## config.mk

```make
export PLATFORM = sky130hd
export DESIGN_NAME = error_gain_stage_flat
export DESIGN_NICKNAME = d
export VERILOG_FILES = /design/src/rtl/error_gain_stage_if.sv /design/src/rtl/error_gain_stage.sv /design/src/flat_wrapper.sv
export SDC_FILE = /design/constraint.sdc
export NUM_CORES = 1
export LEC_CHECK = 0
export BUFFER_PORTS_ARGS = -buffer_cell sky130_fd_sc_hd__buf_2
export CAP_MARGIN = 15
export CORE_MARGIN = 2
export CORE_UTILIZATION = 55
export CTS_CLUSTER_SIZE = 10
export DETAILED_ROUTE_END_ITERATION = 6
export MAX_ROUTING_LAYER = met4
export PLACE_DENSITY = 0.73
export SYNTH_ARGS = -nofsm -noshare
export SYNTH_HDL_FRONTEND = slang
export SYNTH_SLANG_ARGS = --single-unit
```

## constraint.sdc

```tcl
create_clock -name clock -period 16.2 [get_ports clock]
set_clock_uncertainty 0.2 [all_clocks]
set_input_delay 1.62 -clock clock [delete_from_list [all_inputs] [get_ports clock]]
set_output_delay 1.62 -clock clock [all_outputs]
set_load 0.005 [all_outputs]
```

## src/rtl/error_gain_stage_if.sv

```systemverilog
`default_nettype none
// ============================================================================
//  Module   : error_gain_stage_if
//  Brief    : Sample/result bundle between a control processor and the
//             error gain stage of the PI integral path.
//  Revision : 1.0 - initial release
// ============================================================================
interface error_gain_stage_if #(
  parameter int DATA_WIDTH = 16,
  parameter int GAIN_WIDTH = 16
);

  // Sample side
  logic                   input_valid;
  logic [DATA_WIDTH-1:0]  reference;
  logic [DATA_WIDTH-1:0]  feedback;
  logic [GAIN_WIDTH-1:0]  gain;
  logic                   clear_sat;

  // Result side
  logic [DATA_WIDTH-1:0]  error_out;
  logic [DATA_WIDTH-1:0]  gain_error_out;
  logic                   output_valid;
  logic                   sat_flag;

  // Producer of samples, consumer of results
  modport master (
    output input_valid, reference, feedback, gain, clear_sat,
    input  error_out, gain_error_out, output_valid, sat_flag
  );

  // The gain stage itself
  modport slave (
    input  input_valid, reference, feedback, gain, clear_sat,
    output error_out, gain_error_out, output_valid, sat_flag
  );

endinterface
`default_nettype wire

```

## src/rtl/error_gain_stage.sv

```systemverilog
`default_nettype none
// ============================================================================
//  Module   : error_gain_stage
//  Brief    : Control error (reference - feedback), multiplied by a signed
//             fixed-point integral gain, rounded half toward +inf and
//             saturated. Three-stage pipeline, one sample per clock, with a
//             sticky saturation flag.
//  Revision : 1.0 - initial release
// ============================================================================
module error_gain_stage #(
  parameter int DATA_WIDTH = 16,
  parameter int GAIN_WIDTH = 16,
  parameter int GAIN_FRAC  = 12
) (
  input  wire logic         clock,
  input  wire logic         reset,   // asynchronous, active-low
  error_gain_stage_if.slave bus
);

  localparam int c_prod_w = DATA_WIDTH + GAIN_WIDTH;

  // Saturation bounds of the output data range
  localparam logic signed [DATA_WIDTH-1:0] c_max = {1'b0, {(DATA_WIDTH-1){1'b1}}};
  localparam logic signed [DATA_WIDTH-1:0] c_min = {1'b1, {(DATA_WIDTH-1){1'b0}}};

  // --------------------------------------------------------------------------
  // Stage 1 : error computation and clamp
  // --------------------------------------------------------------------------
  logic signed [DATA_WIDTH:0]   w_diff;
  logic                         w_ovf1;
  logic signed [DATA_WIDTH-1:0] w_e_clamp;

  logic signed [DATA_WIDTH-1:0] r_e1;
  logic signed [GAIN_WIDTH-1:0] r_g1;
  logic                         r_v1;

  // One extra bit so the difference of two full-range samples never wraps
  assign w_diff = {bus.reference[DATA_WIDTH-1], bus.reference}
                - {bus.feedback[DATA_WIDTH-1],  bus.feedback};

  // Top two bits disagree exactly when the difference leaves the data range
  assign w_ovf1 = w_diff[DATA_WIDTH] ^ w_diff[DATA_WIDTH-1];

  // Clamp the raw difference into the data range
  always_comb begin
    w_e_clamp = w_diff[DATA_WIDTH-1:0];
    if (w_ovf1) begin
      w_e_clamp = w_diff[DATA_WIDTH] ? c_min : c_max;
    end
  end

  // Capture clamped error and its gain; data only loads for valid samples
  always_ff @(posedge clock or negedge reset) begin
    if (!reset) begin
      r_e1 <= '0;
      r_g1 <= '0;
      r_v1 <= 1'b0;
    end else begin
      r_v1 <= bus.input_valid;
      if (bus.input_valid) begin
        r_e1 <= w_e_clamp;
        r_g1 <= bus.gain;
      end
    end
  end

  // --------------------------------------------------------------------------
  // Stage 2 : full-precision product
  // --------------------------------------------------------------------------
  logic signed [c_prod_w-1:0]   w_e1_ext;
  logic signed [c_prod_w-1:0]   w_g1_ext;
  logic signed [c_prod_w-1:0]   w_prod;

  logic signed [c_prod_w-1:0]   r_p2;
  logic signed [DATA_WIDTH-1:0] r_e2;
  logic                         r_v2;

  // Both operands sign-extended to the product width so the low product
  // bits are exact for signed operands
  assign w_e1_ext = {{GAIN_WIDTH{r_e1[DATA_WIDTH-1]}}, r_e1};
  assign w_g1_ext = {{DATA_WIDTH{r_g1[GAIN_WIDTH-1]}}, r_g1};
  assign w_prod   = w_e1_ext * w_g1_ext;

  // Register product and the matching raw error
  always_ff @(posedge clock or negedge reset) begin
    if (!reset) begin
      r_p2 <= '0;
      r_e2 <= '0;
      r_v2 <= 1'b0;
    end else begin
      r_v2 <= r_v1;
      if (r_v1) begin
        r_p2 <= w_prod;
        r_e2 <= r_e1;
      end
    end
  end

  // --------------------------------------------------------------------------
  // Stage 3 : round, rescale, saturate
  // --------------------------------------------------------------------------
  logic signed [c_prod_w:0]     w_p_ext;
  logic signed [c_prod_w:0]     w_sum;
  logic signed [c_prod_w:0]     w_shift;
  logic [c_prod_w-DATA_WIDTH+1:0] w_hi;
  logic                         w_ovf3;
  logic signed [DATA_WIDTH-1:0] w_r_clamp;

  // Extra headroom bit so adding the rounding term can never wrap
  assign w_p_ext = {r_p2[c_prod_w-1], r_p2};

  // Rounding term only exists when there are fractional bits to drop
  generate
    if (GAIN_FRAC > 0) begin : g_round_on
      localparam logic signed [c_prod_w:0] c_round =
        {{c_prod_w{1'b0}}, 1'b1} << (GAIN_FRAC - 1);
      assign w_sum = w_p_ext + c_round;
    end else begin : g_round_off
      assign w_sum = w_p_ext;
    end
  endgenerate

  // Arithmetic shift: floor of the rounded value, i.e. round half toward +inf
  assign w_shift = w_sum >>> GAIN_FRAC;

  // In range only if all bits from the data sign bit upward agree
  assign w_hi   = w_shift[c_prod_w:DATA_WIDTH-1];
  assign w_ovf3 = !((&w_hi) || !(|w_hi));

  // Clamp the rescaled product into the data range
  always_comb begin
    w_r_clamp = w_shift[DATA_WIDTH-1:0];
    if (w_ovf3) begin
      w_r_clamp = w_shift[c_prod_w] ? c_min : c_max;
    end
  end

  logic [DATA_WIDTH-1:0] r_error_out;
  logic [DATA_WIDTH-1:0] r_gain_error_out;
  logic                  r_output_valid;

  // Output registers load only for valid samples and otherwise hold
  always_ff @(posedge clock or negedge reset) begin
    if (!reset) begin
      r_error_out      <= '0;
      r_gain_error_out <= '0;
      r_output_valid   <= 1'b0;
    end else begin
      r_output_valid <= r_v2;
      if (r_v2) begin
        r_error_out      <= r_e2;
        r_gain_error_out <= w_r_clamp;
      end
    end
  end

  // --------------------------------------------------------------------------
  // Sticky saturation flag
  // --------------------------------------------------------------------------
  logic w_sat_set;
  logic r_sat_flag;

  // A clamp in either stage of a valid sample sets the flag
  assign w_sat_set = (bus.input_valid & w_ovf1) | (r_v2 & w_ovf3);

  // Set has priority over clear when both happen on the same edge
  always_ff @(posedge clock or negedge reset) begin
    if (!reset) begin
      r_sat_flag <= 1'b0;
    end else if (w_sat_set) begin
      r_sat_flag <= 1'b1;
    end else if (bus.clear_sat) begin
      r_sat_flag <= 1'b0;
    end
  end

  assign bus.error_out      = r_error_out;
  assign bus.gain_error_out = r_gain_error_out;
  assign bus.output_valid   = r_output_valid;
  assign bus.sat_flag       = r_sat_flag;

endmodule
`default_nettype wire

```

## src/flat_wrapper.sv

```systemverilog
// flat-port wrapper written by rule: the top's interface ports become plain ports
module error_gain_stage_flat 
#(
  parameter int DATA_WIDTH = 16,
  parameter int GAIN_WIDTH = 16,
  parameter int GAIN_FRAC  = 12
)
  (clock, reset, bus_input_valid, bus_reference, bus_feedback, bus_gain, bus_clear_sat, bus_error_out, bus_gain_error_out, bus_output_valid, bus_sat_flag);
  error_gain_stage_if #(.DATA_WIDTH(DATA_WIDTH), .GAIN_WIDTH(GAIN_WIDTH)) bus_i ();
  input  wire logic clock;
  input  wire logic reset;
  input wire logic [$bits(bus_i.input_valid)-1:0] bus_input_valid;
  input wire logic [$bits(bus_i.reference)-1:0] bus_reference;
  input wire logic [$bits(bus_i.feedback)-1:0] bus_feedback;
  input wire logic [$bits(bus_i.gain)-1:0] bus_gain;
  input wire logic [$bits(bus_i.clear_sat)-1:0] bus_clear_sat;
  output wire logic [$bits(bus_i.error_out)-1:0] bus_error_out;
  output wire logic [$bits(bus_i.gain_error_out)-1:0] bus_gain_error_out;
  output wire logic [$bits(bus_i.output_valid)-1:0] bus_output_valid;
  output wire logic [$bits(bus_i.sat_flag)-1:0] bus_sat_flag;
  assign bus_i.input_valid = bus_input_valid;
  assign bus_i.reference = bus_reference;
  assign bus_i.feedback = bus_feedback;
  assign bus_i.gain = bus_gain;
  assign bus_i.clear_sat = bus_clear_sat;
  assign bus_error_out = bus_i.error_out;
  assign bus_gain_error_out = bus_i.gain_error_out;
  assign bus_output_valid = bus_i.output_valid;
  assign bus_sat_flag = bus_i.sat_flag;
  error_gain_stage #(.DATA_WIDTH(DATA_WIDTH), .GAIN_WIDTH(GAIN_WIDTH), .GAIN_FRAC(GAIN_FRAC)) u_core (.clock(clock), .reset(reset), .bus(bus_i));
endmodule
```

==> metrics, run 1 <==
status complete, no violations; Synth Area per Inst 9.799 sq um; core area 26880 sq um; Async SR Flop Fraction 100.0%; Post-CTS Hold Fix Bufs 0; initial core utilization 55.93%; top cell type's share of synthesized area 34.89%; met1 Use GR 30.68%; wirelength, routed 32120 um; DRC violations left 0; fin crit period 6.713 ns; grt met2 use 44.38%; Root Driver clkbuf_16; Die ar. 28670 sq um; CTS Buffer Depth 2; post-DP HPWL 25670 um; met3 usage 2.892%; Synth area leaders fa_1 (35%), dfrtp_1 (17%), inv_1 (8.7%); Cell Area, Synth 15030 sq um; CP startpoint kind flip-flop; top cell type by total area after synthesis fa_1; antenna violations before repair 1; H-tree depth 3; WP data required 16.25 ns; 1st-iter DRT viols 612; fin util 59.45%; fin crit share 41.44%; Max stage delay cell, worst path dfrtp_1; die width 169.3 um; IO Count 86; CP endpoint kind flip-flop; final setup TNS 0 ns; setup violators final 0; nets@finish 1988; Final Max Tran Viols 0; unrepaired setup endpoints after global routing no; ANT nets after route 0; MaxCap Viol Count 0; Cell Chain, Critical Path nand2_1, fa_1, fa_1, fa_1, fa_1, inv_1, fa_1, fa_1, ha_1, a2111oi_1, o21ai_1, a32o_2, a211oi_4, o21ai_4, a31o_1, a211oi_2, o31ai_2; GRT Util Overall 25.48%; vias in the first global route 11438; Die Ht 169.3 um; first-pass GRT wire length 55740 um; Pre-antenna DRT Iters 5; # rows 60; most frequent CP cell fa_1; Post-Synthesis Cells 1534; Hold Slack 0.3062 ns; crit-path max FO 18; sequential share of the synthesized area 17.48%; Num CTS Buffers 9; count leader, synth inv_1; worst skew pair latency 0.38 ns; vias post-DR 10554; number of synthesized flops with an enable pin 0; Worst Max-Slew Pin Slew 0.7778 ns; max_slew headroom 48.15%; syn_nets 1944; Yosys Warn Count 0; CP arrival 6.76 ns; Yosys cell types 74; worst hold path class reg -> reg; Routed WL per cell 16.69 um; CTS tree yes; Hold Vio Cnt, Final 0; Fmax 149.0 MHz; number of port buffers 85; Area Overhead vs Synth 6.292%; post-route cell area 15980 sq um; GRT overflow 0; Clock Pin Slew Worst Setup and Hold Paths 0.09 ns; critical path's largest stage delay 0.73 ns; Primary FF master, synth dfrtp_1; Placement Cell Area 15680 sq um; Yosys reg bits 105; share of cells above drive strength 1 12.57%; Setup Buffers After CTS 0; routed vias/inst 5.483; list of most frequent post-synthesis cells inv_1 (350), fa_1 (262), nand2_1 (147); fill cell count 2299; post-cts resize count 0; Top Usage Layer GRT met2; largest net degree at the start of global routing 54; CTS sink cnt 105; routability cong. 0.8946; Setup CP Type reg -> reg
## flip-flops by register name, indices dropped and copies added, names as in the netlist
| signal | count |
|---|---|
| u_core.bus.error_out | 16 |
| u_core.r_v2 | 1 |
| u_core.bus.sat_flag | 1 |
| u_core.bus.gain_error_out | 16 |
| u_core.r_g1 | 16 |
| u_core.r_p2 | 21 |
| u_core.bus.output_valid | 1 |
| u_core.r_e1 | 16 |
| u_core.r_v1 | 1 |
| u_core.r_e2 | 16 |
## placed cells by master (no fill, tap or decap), types with 4 or more instances in the layout
cell       synthesis  final
mux2_2            60     60
a31oi_1           12     12
a211oi_1           8      8
xor2_1            16     16
nand4_1            8      8
buf_4              0      7
nand2_1          147    147
buf_2              5     84
o2bb2ai_1         10     10
o21bai_1           4      4
a311oi_1          11     11
a21oi_1           24     24
a21o_1            11     11
and3_1             6      6
clkbuf_16          0      9
nand3_1           18     18
ha_1              96     96
a311oi_2           4      4
nand2b_1           7      7
o21ai_0           20     20
o21ai_1            4      4
nor2_1            40     40
nor2b_1            7      7
and2_1           123    123
or3_1              5      5
dfrtp_1          105    104
xnor2_1           38     38
nor3_1             6      6
o21a_1             4      4
o31ai_1           11     11
and4_1             5      5
fa_1             262    262
inv_1            350    350
## layer usage
metal  routed length (um)  share of wire, %  vias to the layer above
met2                16710                52                      258
met1                13130                41                     5408
met5                    0                 0                        -
met3                 1132               3.5                       66
li1                     -                 -                     4822
met4                 1143               3.6                        0
## cells by family after synthesis
logic type	count (synthesis)	synth area share, %
buffers and inverters	409	10.40
and+or+nand+nor	385	13.26
adders and majority gates	358	42.88
AOI/OAI and AO/OA	161	8.124
DFF	105	17.48
muxes	61	4.595
xor gates and xnor gates	55	3.255
## stage by stage
stage          setup WS (ns)  cells
2_1_floorplan          9.912   1534
5_1_grt                9.227   1925
3_5_place_dp           9.560   1907
3_3_place_gp           9.703   1907
6_report               9.487   1925
4_1_cts                9.529   1923
## area by class of cell
class / count / area [sq um] / area share [%]
Clock inverter: 7 / 63.81 / 0.3994
Multi-Input combinational cell: 1020 / 10840 / 67.85
Tap cell: 341 / 426.7 / 2.670
Antenna cell: 1 / 2.502 / 0.01566
Clock buffer: 9 / 225.2 / 1.410
Sequential cell: 105 / 2629 / 16.45
Inverter: 351 / 1318 / 8.246
Timing Repair Buffer: 91 / 473.0 / 2.960
## path summary, 6_finish.rpt
| path | slack, ns | from | cells past startpoint | endpoint |
|---|---|---|---|---|
| max | 9.49 | u_core.r_e1[10]$_DFFE_PN0P_ | 17 | u_core.r_p2[29]$_DFFE_PN0P_ |
| max in group asynchronous | 13.52 | reset | 2 | u_core.r_v2$_DFF_PN0_ |
| max reg2reg | 9.49 | u_core.r_e1[10]$_DFFE_PN0P_ | 17 | u_core.r_p2[29]$_DFFE_PN0P_ |
| min reg2reg | 0.31 | u_core.bus.error_out[14]$_DFFE_PN0P_ | 1 | u_core.bus.error_out[14]$_DFFE_PN0P_ |
| min | 0.31 | u_core.bus.error_out[14]$_DFFE_PN0P_ | 1 | u_core.bus.error_out[14]$_DFFE_PN0P_ |
| min in group asynchronous | 1.09 | reset | 1 | u_core.r_e2[3]$_DFFE_PN0P_ |
## critical path, delay by kind of cell, from the launching register on
| kind | cells | cell delay (ns) |
|---|---|---|
| AOI/OAI and AO/OA | 8 | 2.03 |
| adders and majority gates | 7 | 3.39 |
| buffers and inverters | 1 | 0.05 |
| DFF | 1 | 0.73 |
| and+or+nand+nor | 1 | 0.19 |
Power of run 1 is left out: the tool's default activity adds up to more than one toggle a clock period on the data nets, which glitch-free logic cannot reach.
==> run 2, diff against run 1 <==
==> constraint.sdc (replaced) <==
create_clock -name clock -period 6.66 [get_ports clock]
set_clock_uncertainty 0.2 [all_clocks]
set_input_delay 0.666 -clock clock [delete_from_list [all_inputs] [get_ports clock]]
set_output_delay 0.666 -clock clock [all_outputs]
set_load 0.005 [all_outputs]
==> run 2 against run 1 <==
Effect of this change: cell count is 1.6% higher; die area is the same; fmax grew 4.4%; critical path type unchanged; highest routed layer unchanged.
==> metrics, run 2 (synthesized netlist as in run 1, its figures left out) <==
status complete, no violations; CP arrival 6.46 ns (-0.30 ns); GRT Util Overall 25.97% (+0.49 points); critical path's largest stage delay 0.52 ns (-0.21 ns); WP data required 6.69 ns (-9.56 ns); CP endpoint kind flip-flop; most common cell after layout, fill and taps aside inv_1; IO Count 86 (unchanged); Final Max Tran Viols 0 (unchanged); H-tree depth 3 (unchanged); unrepaired setup endpoints after global routing no; Cell Chain, Critical Path buf_4, and2_1, fa_1, inv_1, fa_1, fa_1, inv_1, fa_1, fa_1, inv_1, fa_1, inv_1, ha_1, o21ai_0, or2b_2, a32o_2, a211oi_4, buf_4, o21ai_4, a31o_1, a211oi_2, o31ai_2; routed vias/inst 5.429 (-0.98%); metal3 WL 1290 um (+14%); CTS Buffer Depth 2 (unchanged); # rows 60 (unchanged); Max stage delay cell, worst path fa_1; worst hold path class in -> async; ANT nets after route 0 (unchanged); worst skew pair latency 0.36 ns (-0.02 ns); DRC violations left 0 (unchanged); MaxCap Viol Count 0 (unchanged); Biggest register u_core.r_p2; top layer in use met4; commonest cells after routing, fill and taps aside inv_1 (350), fa_1 (261), nand2_1 (147); core area 26880 sq um (unchanged); Stages on worst setup path 22 (+5); fin util 60.43% (+0.98 points); antenna violations before repair 1 (unchanged); CTS tree yes; number of port buffers 85 (unchanged); Root Driver clkbuf_16; launching point of the worst reg2reg path u_core.r_e1[8]$_DFFE_PN0P_; GRT overflow 0 (unchanged); wirelength, routed 32770 um (+2.0%); CTS sink cnt 105 (unchanged); CP startpoint kind flip-flop; vias in the first global route 11701 (+2.3%); Hold Vio Cnt, Final 0 (unchanged); post-DP HPWL 27080 um (+5.5%); Post-CTS Hold Fix Bufs 0 (unchanged); max reg flops 21 (unchanged); most frequent CP cell fa_1; Pre-antenna DRT Iters 5 (unchanged); routability cong. 0.9124 (+2.0%); setup violators final 0 (unchanged); met2 routed WL 16910 um (+1.2%); crit-path max FO 12 (-6); Setup crit start u_core.r_e1[8]$_DFFE_PN0P_; Buf+Inv Stages, Crit Path 6 (+5); nets@finish 2019 (+1.6%); Area Overhead vs Synth 8.041%; Crit path max-delay family adder cells; initial core utilization 55.93% (unchanged); fin crit share 96.56% (+55 points); 1st-iter DRT viols 610 (-0.33%); fin crit period 6.431 ns (-0.2827 ns); Setup CP Type reg -> reg; Worst Reg-to-Reg Cells 22 (+5); Fmax 155.5 MHz (+4.4%); final setup TNS 0 ns (unchanged); multi-input logic area 10840 sq um (about the same); vias post-DR 10613 (+0.56%); Die Ht 169.3 um (unchanged); Routed WL per cell 16.76 um (+0.46%); Die ar. 28670 sq um (unchanged); register area 2641 sq um (+0.48%); M1 WL 13320 um (+1.4%); die width 169.3 um (unchanged); first-pass GRT wire length 57100 um (+2.4%); Num CTS Buffers 9 (unchanged); Worst Max-Slew Pin Slew 0.8434 ns (+0.06559 ns); largest net degree at the start of global routing 68 (+26%); max_slew headroom 43.78% (-4.4 points); fill cell count 2293 (-0.26%); share of cells above drive strength 1 14.88% (+2.3 points); Hold Slack 0.07696 ns (-0.2293 ns); Clock Pin Slew Worst Setup and Hold Paths 0.08 ns (about the same)
## run 2: repair_timing
action,4_1_cts,5_1_grt
setup endpoints to repair,0,9
resized for setup,0,11
buffers inserted,0,2
## run 2: stage by stage
step,cell area (sq um),setup WS (ns),cells
finish,16240,0.2292,1955
global route,16240,0.007641,1955
CTS,16200,0.1368,1951
detailed placement,15900,0.1502,1936
global placement,15900,0.2800,1936
floorplan,15030,0.3722,1534
## run 2: path summary, 6_finish.rpt
| check | slack (ns) | end |
|---|---|---|
| min reg2reg | 0.30 | u_core.bus.error_out[11]$_DFFE_PN0P_ |
| min | 0.08 | u_core.bus.error_out[5]$_DFFE_PN0P_ |
| max reg2reg | 0.23 | u_core.r_p2[29]$_DFFE_PN0P_ |
| min in group clock | 0.30 | u_core.bus.error_out[11]$_DFFE_PN0P_ |
| max | 0.23 | u_core.r_p2[29]$_DFFE_PN0P_ |
| max in group asynchronous | 4.88 | u_core.r_v2$_DFF_PN0_ |
## run 2: per-layer routing
metal / vias to the layer above / GRT usage, %
li1: 4891 / -
met1: 5427 / 31.64
met2: 237 / 44.95
met3: 58 / 2.845
met4: 0 / 9.588
met5: - / -
## run 2: worst register-to-register path: stages (launching register included)
cell,delay [ns]
dfrtp_1,0.49
buf_4,0.24
and2_1,0.19
fa_1,0.49
inv_1,0.05
fa_1,0.46
fa_1,0.52
inv_1,0.06
fa_1,0.50
fa_1,0.49
inv_1,0.05
fa_1,0.47
inv_1,0.04
ha_1,0.32
o21ai_0,0.10
or2b_2,0.32
a32o_2,0.28
a211oi_4,0.19
buf_4,0.18
o21ai_4,0.09
a31o_1,0.25
a211oi_2,0.25
o31ai_2,0.07
## run 2: cell type report
cell class	count	share of cell area, %
multi-input combinational	1020	66.76
clock inverter	5	0.4006
inverter	351	8.112
antenna	1	0.01541
clock buffer	10	1.471
timing repair buffer	122	4.345
tap	341	2.627
sequential	105	16.26
Power of run 2 is left out for the same reason.
